$ cat config.mk
export PLATFORM = sky130hd
export DESIGN_NAME = riscv_if_parcel_queue_flat
export DESIGN_NICKNAME = d
export VERILOG_FILES = /design/src/rtl/riscv_if_parcel_queue_if.sv /design/src/rtl/riscv_if_parcel_queue.sv /design/src/flat_wrapper.sv
export SDC_FILE = /design/constraint.sdc
export NUM_CORES = 1
export LEC_CHECK = 0
export BUFFER_PORTS_ARGS = -buffer_cell sky130_fd_sc_hd__buf_2
export CAP_MARGIN = 5
export CORE_MARGIN = 2
export CORE_UTILIZATION = 60
export DETAILED_ROUTE_END_ITERATION = 6
export GPL_TIMING_DRIVEN = 0
export PLACE_DENSITY_LB_ADDON = 0.3
export SLEW_MARGIN = 10
export SYNTH_ARGS = -nofsm -noshare
export SYNTH_HDL_FRONTEND = slang
export SYNTH_SLANG_ARGS = --single-unit
$ cat constraint.sdc
create_clock -name clk -period 6.55 [get_ports clk]
set_input_delay 0.9825 -clock clk [delete_from_list [all_inputs] [get_ports clk]]
set_output_delay 0.9825 -clock clk [all_outputs]
set_load 0.01 [all_outputs]
$ cat src/rtl/riscv_if_parcel_queue_if.sv
// Signal bundle between the fetch/cache side, the parcel queue and decode.
// The pipeline drives through the master view; the queue uses the slave view.
interface riscv_if_parcel_queue_if #(
  parameter int XLEN        = 32,
  parameter int PARCEL_SIZE = 32
);
  logic                   flush;
  logic [XLEN-1:0]        if_parcel_pc;
  logic [PARCEL_SIZE-1:0] if_parcel;
  logic [1:0]             if_parcel_valid;
  logic                   if_parcel_misaligned;
  logic                   if_stall;
  logic                   id_stall;
  logic                   id_valid;
  logic [31:0]            id_instr;
  logic [XLEN-1:0]        id_pc;
  logic                   id_rvc;
  logic                   id_misaligned;

  modport master (
    output flush, if_parcel_pc, if_parcel, if_parcel_valid, if_parcel_misaligned, id_stall,
    input  if_stall, id_valid, id_instr, id_pc, id_rvc, id_misaligned
  );

  modport slave (
    input  flush, if_parcel_pc, if_parcel, if_parcel_valid, if_parcel_misaligned, id_stall,
    output if_stall, id_valid, id_instr, id_pc, id_rvc, id_misaligned
  );
endinterface

$ cat src/rtl/riscv_if_parcel_queue.sv
// Halfword instruction parcel queue: takes up to two halfwords per cycle from the
// cache and hands one reassembled RV32/RVC instruction per cycle to decode.
module riscv_if_parcel_queue #(
  parameter int XLEN        = 32,
  parameter int PARCEL_SIZE = 32,
  parameter int DEPTH       = 8
) (
  input  logic                   clk,
  input  logic                   rst,
  riscv_if_parcel_queue_if.slave bus
);
  localparam int          PW        = $clog2(DEPTH);
  localparam logic [31:0] NOP       = 32'h0000_0013;
  localparam logic [PW:0] DEPTH_CNT = (PW+1)'(DEPTH);
  localparam logic [PW:0] ONE       = (PW+1)'(1);
  localparam logic [PW:0] TWO       = (PW+1)'(2);

  logic [15:0]     mem_hw  [DEPTH];
  logic [XLEN-1:0] mem_pc  [DEPTH];
  logic            mem_err [DEPTH];

  logic [PW-1:0]   rd_ptr;
  logic [PW-1:0]   wr_ptr;
  logic [PW-1:0]   rd_ptr1;
  logic [PW-1:0]   wr_ptr1;
  logic [PW:0]     count;
  logic [PW:0]     push_num;
  logic [PW:0]     pop_num;

  logic [15:0]     wr_hw0;
  logic [15:0]     wr_hw1;
  logic [XLEN-1:0] wr_pc0;
  logic [XLEN-1:0] wr_pc1;

  logic [15:0]     head_hw;
  logic [15:0]     next_hw;
  logic [XLEN-1:0] head_pc;
  logic            head_err;
  logic            next_err;
  logic            head_is32;
  logic            need2;
  logic            avail;
  logic            if_stall_int;
  logic            id_valid_int;

  assign rd_ptr1 = rd_ptr + PW'(1);
  assign wr_ptr1 = wr_ptr + PW'(1);

  // Throttling off registered count keeps room for a full two-halfword push.
  assign if_stall_int = (DEPTH_CNT - count) < TWO;
  assign bus.if_stall = if_stall_int;

  always_comb begin
    push_num = '0;
    if (!if_stall_int) begin
      case (bus.if_parcel_valid)
        2'b01, 2'b10: push_num = ONE;
        2'b11:        push_num = TWO;
        default:      push_num = '0;
      endcase
    end
  end

  // A lone high half takes the parcel pc, since that is where fetch resumed.
  assign wr_hw0 = bus.if_parcel_valid[0] ? bus.if_parcel[15:0] : bus.if_parcel[PARCEL_SIZE-1 -: 16];
  assign wr_pc0 = bus.if_parcel_pc;
  assign wr_hw1 = bus.if_parcel[PARCEL_SIZE-1 -: 16];
  assign wr_pc1 = bus.if_parcel_pc + XLEN'(2);

  always_ff @(posedge clk) begin
    if (!bus.flush) begin
      if (push_num != '0) begin
        mem_hw[wr_ptr]  <= wr_hw0;
        mem_pc[wr_ptr]  <= wr_pc0;
        mem_err[wr_ptr] <= bus.if_parcel_misaligned;
      end
      if (push_num == TWO) begin
        mem_hw[wr_ptr1]  <= wr_hw1;
        mem_pc[wr_ptr1]  <= wr_pc1;
        mem_err[wr_ptr1] <= bus.if_parcel_misaligned;
      end
    end
  end

  assign head_hw  = mem_hw[rd_ptr];
  assign head_pc  = mem_pc[rd_ptr];
  assign head_err = mem_err[rd_ptr];
  assign next_hw  = mem_hw[rd_ptr1];
  assign next_err = mem_err[rd_ptr1];

  // A faulted head is emitted alone so decode can trap without waiting on more fetch.
  assign head_is32    = (head_hw[1:0] == 2'b11);
  assign need2        = head_is32 && !head_err;
  assign avail        = need2 ? (count >= TWO) : (count != '0);
  assign id_valid_int = avail && !bus.flush;

  always_comb begin
    pop_num = '0;
    if (id_valid_int && !bus.id_stall) begin
      pop_num = need2 ? TWO : ONE;
    end
  end

  always_comb begin
    bus.id_valid      = id_valid_int;
    bus.id_instr      = NOP;
    bus.id_pc         = '0;
    bus.id_rvc        = 1'b0;
    bus.id_misaligned = 1'b0;
    if (id_valid_int) begin
      bus.id_instr      = need2 ? {next_hw, head_hw} : {16'h0000, head_hw};
      bus.id_pc         = head_pc;
      bus.id_rvc        = !head_is32;
      bus.id_misaligned = head_err || (need2 && next_err);
    end
  end

  always_ff @(posedge clk or posedge rst) begin
    if (rst) begin
      rd_ptr <= '0;
      wr_ptr <= '0;
      count  <= '0;
    end else if (bus.flush) begin
      rd_ptr <= '0;
      wr_ptr <= '0;
      count  <= '0;
    end else begin
      rd_ptr <= rd_ptr + pop_num[PW-1:0];
      wr_ptr <= wr_ptr + push_num[PW-1:0];
      count  <= count + push_num - pop_num;
    end
  end
endmodule
$ cat src/flat_wrapper.sv
// flat-port wrapper written by rule: the top's interface ports become plain ports
module riscv_if_parcel_queue_flat 
#(
  parameter int XLEN        = 32,
  parameter int PARCEL_SIZE = 32,
  parameter int DEPTH       = 8
)
  (clk, rst, bus_flush, bus_if_parcel_pc, bus_if_parcel, bus_if_parcel_valid, bus_if_parcel_misaligned, bus_id_stall, bus_if_stall, bus_id_valid, bus_id_instr, bus_id_pc, bus_id_rvc, bus_id_misaligned);
  riscv_if_parcel_queue_if #(.XLEN(XLEN), .PARCEL_SIZE(PARCEL_SIZE)) bus_i ();
  input  logic clk;
  input  logic rst;
  input wire logic [$bits(bus_i.flush)-1:0] bus_flush;
  input wire logic [$bits(bus_i.if_parcel_pc)-1:0] bus_if_parcel_pc;
  input wire logic [$bits(bus_i.if_parcel)-1:0] bus_if_parcel;
  input wire logic [$bits(bus_i.if_parcel_valid)-1:0] bus_if_parcel_valid;
  input wire logic [$bits(bus_i.if_parcel_misaligned)-1:0] bus_if_parcel_misaligned;
  input wire logic [$bits(bus_i.id_stall)-1:0] bus_id_stall;
  output wire logic [$bits(bus_i.if_stall)-1:0] bus_if_stall;
  output wire logic [$bits(bus_i.id_valid)-1:0] bus_id_valid;
  output wire logic [$bits(bus_i.id_instr)-1:0] bus_id_instr;
  output wire logic [$bits(bus_i.id_pc)-1:0] bus_id_pc;
  output wire logic [$bits(bus_i.id_rvc)-1:0] bus_id_rvc;
  output wire logic [$bits(bus_i.id_misaligned)-1:0] bus_id_misaligned;
  assign bus_i.flush = bus_flush;
  assign bus_i.if_parcel_pc = bus_if_parcel_pc;
  assign bus_i.if_parcel = bus_if_parcel;
  assign bus_i.if_parcel_valid = bus_if_parcel_valid;
  assign bus_i.if_parcel_misaligned = bus_if_parcel_misaligned;
  assign bus_i.id_stall = bus_id_stall;
  assign bus_if_stall = bus_i.if_stall;
  assign bus_id_valid = bus_i.id_valid;
  assign bus_id_instr = bus_i.id_instr;
  assign bus_id_pc = bus_i.id_pc;
  assign bus_id_rvc = bus_i.id_rvc;
  assign bus_id_misaligned = bus_i.id_misaligned;
  riscv_if_parcel_queue #(.XLEN(XLEN), .PARCEL_SIZE(PARCEL_SIZE), .DEPTH(DEPTH)) u_core (.clk(clk), .rst(rst), .bus(bus_i));
endmodule
==> impl_metrics.tcl <==
set metrics [dict create \
    critPathMaxFanout 10 \
    cts.sinks 402 \
    final-setup-viol-count 0 \
    slew_violations 0 \
    synth_area_um2 22000 \
    relSlewSlack_pct 17.8 \
    crit_required_ns 5.57 \
    fmax_mhz 196 \
    drt_wl_total_um 65800 \
    post_cts_buffers 0 \
    cts_repair_resize_count 0 \
    drcViolationCount 0 \
    regToRegEndpoint "u_core.mem_pc[3][22]" \
    grt.total_usage_pct 34.7 \
    hold_buffers 0 \
    setup_slack_ns 1.46 \
    irDropWorstVdd_v 0.000228 \
    hold_viol 0 \
    clockBufferDepth 3 \
    firstDrtPassIters 6 \
    reg2reg_depth 10 \
    post-place-ws_ns 2.06 \
    clk_pin_slew_ns 0.06 \
    clockRootBuffer "clkbuf_16" \
    dp_hpwl_um 43400 \
    yosysWarningCount 0 \
    avgRoutedWirePerCell_um 26.7 \
    power_density_nw_per_um2 314 \
    yosysUniqueCellTypes 42 \
    fillers 2461 \
    area_growth_pct 14.3 \
    rsz0062_at_grt "no" \
    grt_pass1_vias 16264 \
    drive_gt1_share_pct 18.4 \
    endpoint "bus_id_instr[30]" \
    post-route-min-period_ns 5.09 \
    synth_top_cell_by_area "edfxtp_1" \
    die_x_um 195 \
    mostFrequentLayoutCells "edfxtp_1, nor2_1, nand2_1" \
    min_path_type "input pin to async pin" \
    overflow 0 \
    antenna_left 0 \
    dieArea_um2 38200 \
    synth_seq_cells 402 \
    leakagePower_uw 0.00843 \
    syn_nets 1875 \
    fin_nets 2049 \
    initialDrtViolationCount 2222 \
    syn_area_per_cell_um2 12.3 \
    multi_input_area_um2 9370 \
    fin_crit_sh_pct 77.7 \
    place_congestion 0.877 \
    tns_ns 0 \
    grt_max_degree 22 \
    crit_arrival_ns 4.11 \
    layout_commonest_cell "edfxtp_1" \
    tightest_slew_ns 1.23 \
    antenna_found_initial 1 \
    synth_area_leaders "edfxtp_1, mux4_2, xnor2_1, nor2_1, xor2_1" \
    cts_made_buffers 43 \
    rows 70 \
    critPathKind "register to output port" \
    synthDominantCellAreaShare_pct 53.5 \
    synth_seq_area_share_pct 54.6 \
    r2r_slack_ns 2.47 \
    clock_latency_ns 0.54 \
    grt_pass1_wl_um 97500 \
    ctsHtreeMaxLevel 2 \
    crit_path_end_kind "output port" \
    cts_tree "yes" \
    r2r-start "u_core.count[1]" \
    ioPinCount 139 \
    regArea_um2 12000 \
    critPathLaunchType "register" \
    netlist_instances 1787 \
    worstSetupStartpoint "u_core.rd_ptr[0]" \
    vias_per_cell 6.52 \
    cap_violations 0 \
    start_util_pct 60.5 \
    portBuffers 108 \
    vias 16041 \
    clock_skew_ns 0.0149 \
    fp.dieH_um 195 \
    status "finished clean" \
    core_um2 36300 \
]
## cells in the mapped netlist (all sizes together)
cell	count
nor3b	4
or4b	1
buf	54
and3	5
a2111oi	1
nor3	14
nand3b	2
nor4	4
nand4	10
dfrtp	10
o21bai	1
or2	1
edfxtp	392
nor2b	8
o21ai	11
nor4b	1
a41oi	1
or3b	1
mux2i	64
xor2	106
a211o	1
a32o	1
inv	18
nand2	185
fa	4
and4	3
or4	1
a21oi	147
mux2	1
and2	2
xnor2	142
mux4	132
nor2	314
clkbuf	102
nand3	22
a21o	1
or3	7
ha	13
## how the worst min path moves through the flow
stage / cells past startpoint / slack [ns] / endpoint
2_1_floorplan: 2 / 0.61 / u_core.rd_ptr[0]
3_3_place_gp: 2 / 0.63 / u_core.rd_ptr[0]
3_5_place_dp: 2 / 0.64 / u_core.rd_ptr[0]
4_1_cts: 2 / 0.45 / u_core.rd_ptr[1]
5_1_grt: 2 / 0.47 / u_core.rd_ptr[1]
6_report: 2 / 0.44 / u_core.count[1]
## registers in the layout, indices dropped and copies added, names as in the netlist
register,count
u_core.count,4
u_core.mem_err,8
u_core.mem_hw,128
u_core.mem_pc,256
u_core.rd_ptr,3
u_core.wr_ptr,3
## layout make-up
type,instances,share of cell area (%)
clock buffer,48,4.52
sequential,402,47.8
clock inverter,29,0.966
timing repair buffer,129,4.27
tap,468,2.33
inverter,18,0.269
multi-input combinational,1211,37.3
buffer,156,2.55
antenna,1,0.00995
## per-layer routing
metal	track usage, %	share of wire (%)	vias to the layer above
met5	0	0	-
met4	18.9	5.6	0
met3	6.22	12	289
met2	56.3	48	1312
met1	45.0	34	7705
li1	-	-	6735
## through the flow
step	hold slack, ns	utilization, %	total power, µW	std cells	cell area (µm²)
final	0.437	69.2	7900	2462	25100
after global routing	0.471	69.2	8130	2462	25100
after CTS	0.446	69.2	7850	2461	25100
after detailed placement	0.640	65.4	5470	2384	23800
after global placement	0.628	63.6	5340	2363	23100
after floorplan	0.609	-	4650	1787	22000
## report_power, final
group	leakage (µW)	switching (µW)	internal, µW	total [µW]
sequential	0.00368	93.7	3110	3210
combinational	0.00407	1340	931	2270
clock	0.000677	1020	1400	2420
total	0.00843	2450	5450	7900
## cells by family (layout without fill, tap and decap cells)
family	Yosys count	count (layout)	synth area share (%)
AO/OA/AOI/OAI	164	164	3.83
XOR/XNOR	248	248	9.87
adder cells (fa/ha/maj)	17	17	1.10
buffers and inverters	174	380	3.21
flip-flops	402	402	54.6
multiplexers	197	197	16.5
other	0	1	0
AND/OR/NAND/NOR	585	585	10.9
## worst max-delay path: stages, from the launching register on
cell      delay [ns]
dfrtp_1         0.40
ha_1            0.28
clkbuf_1        0.52
buf_1           0.77
buf_1           0.73
mux4_2          0.37
nand2_1         0.06
a21oi_1         0.26
buf_2           0.18
(Power assumes the default switching activity.)
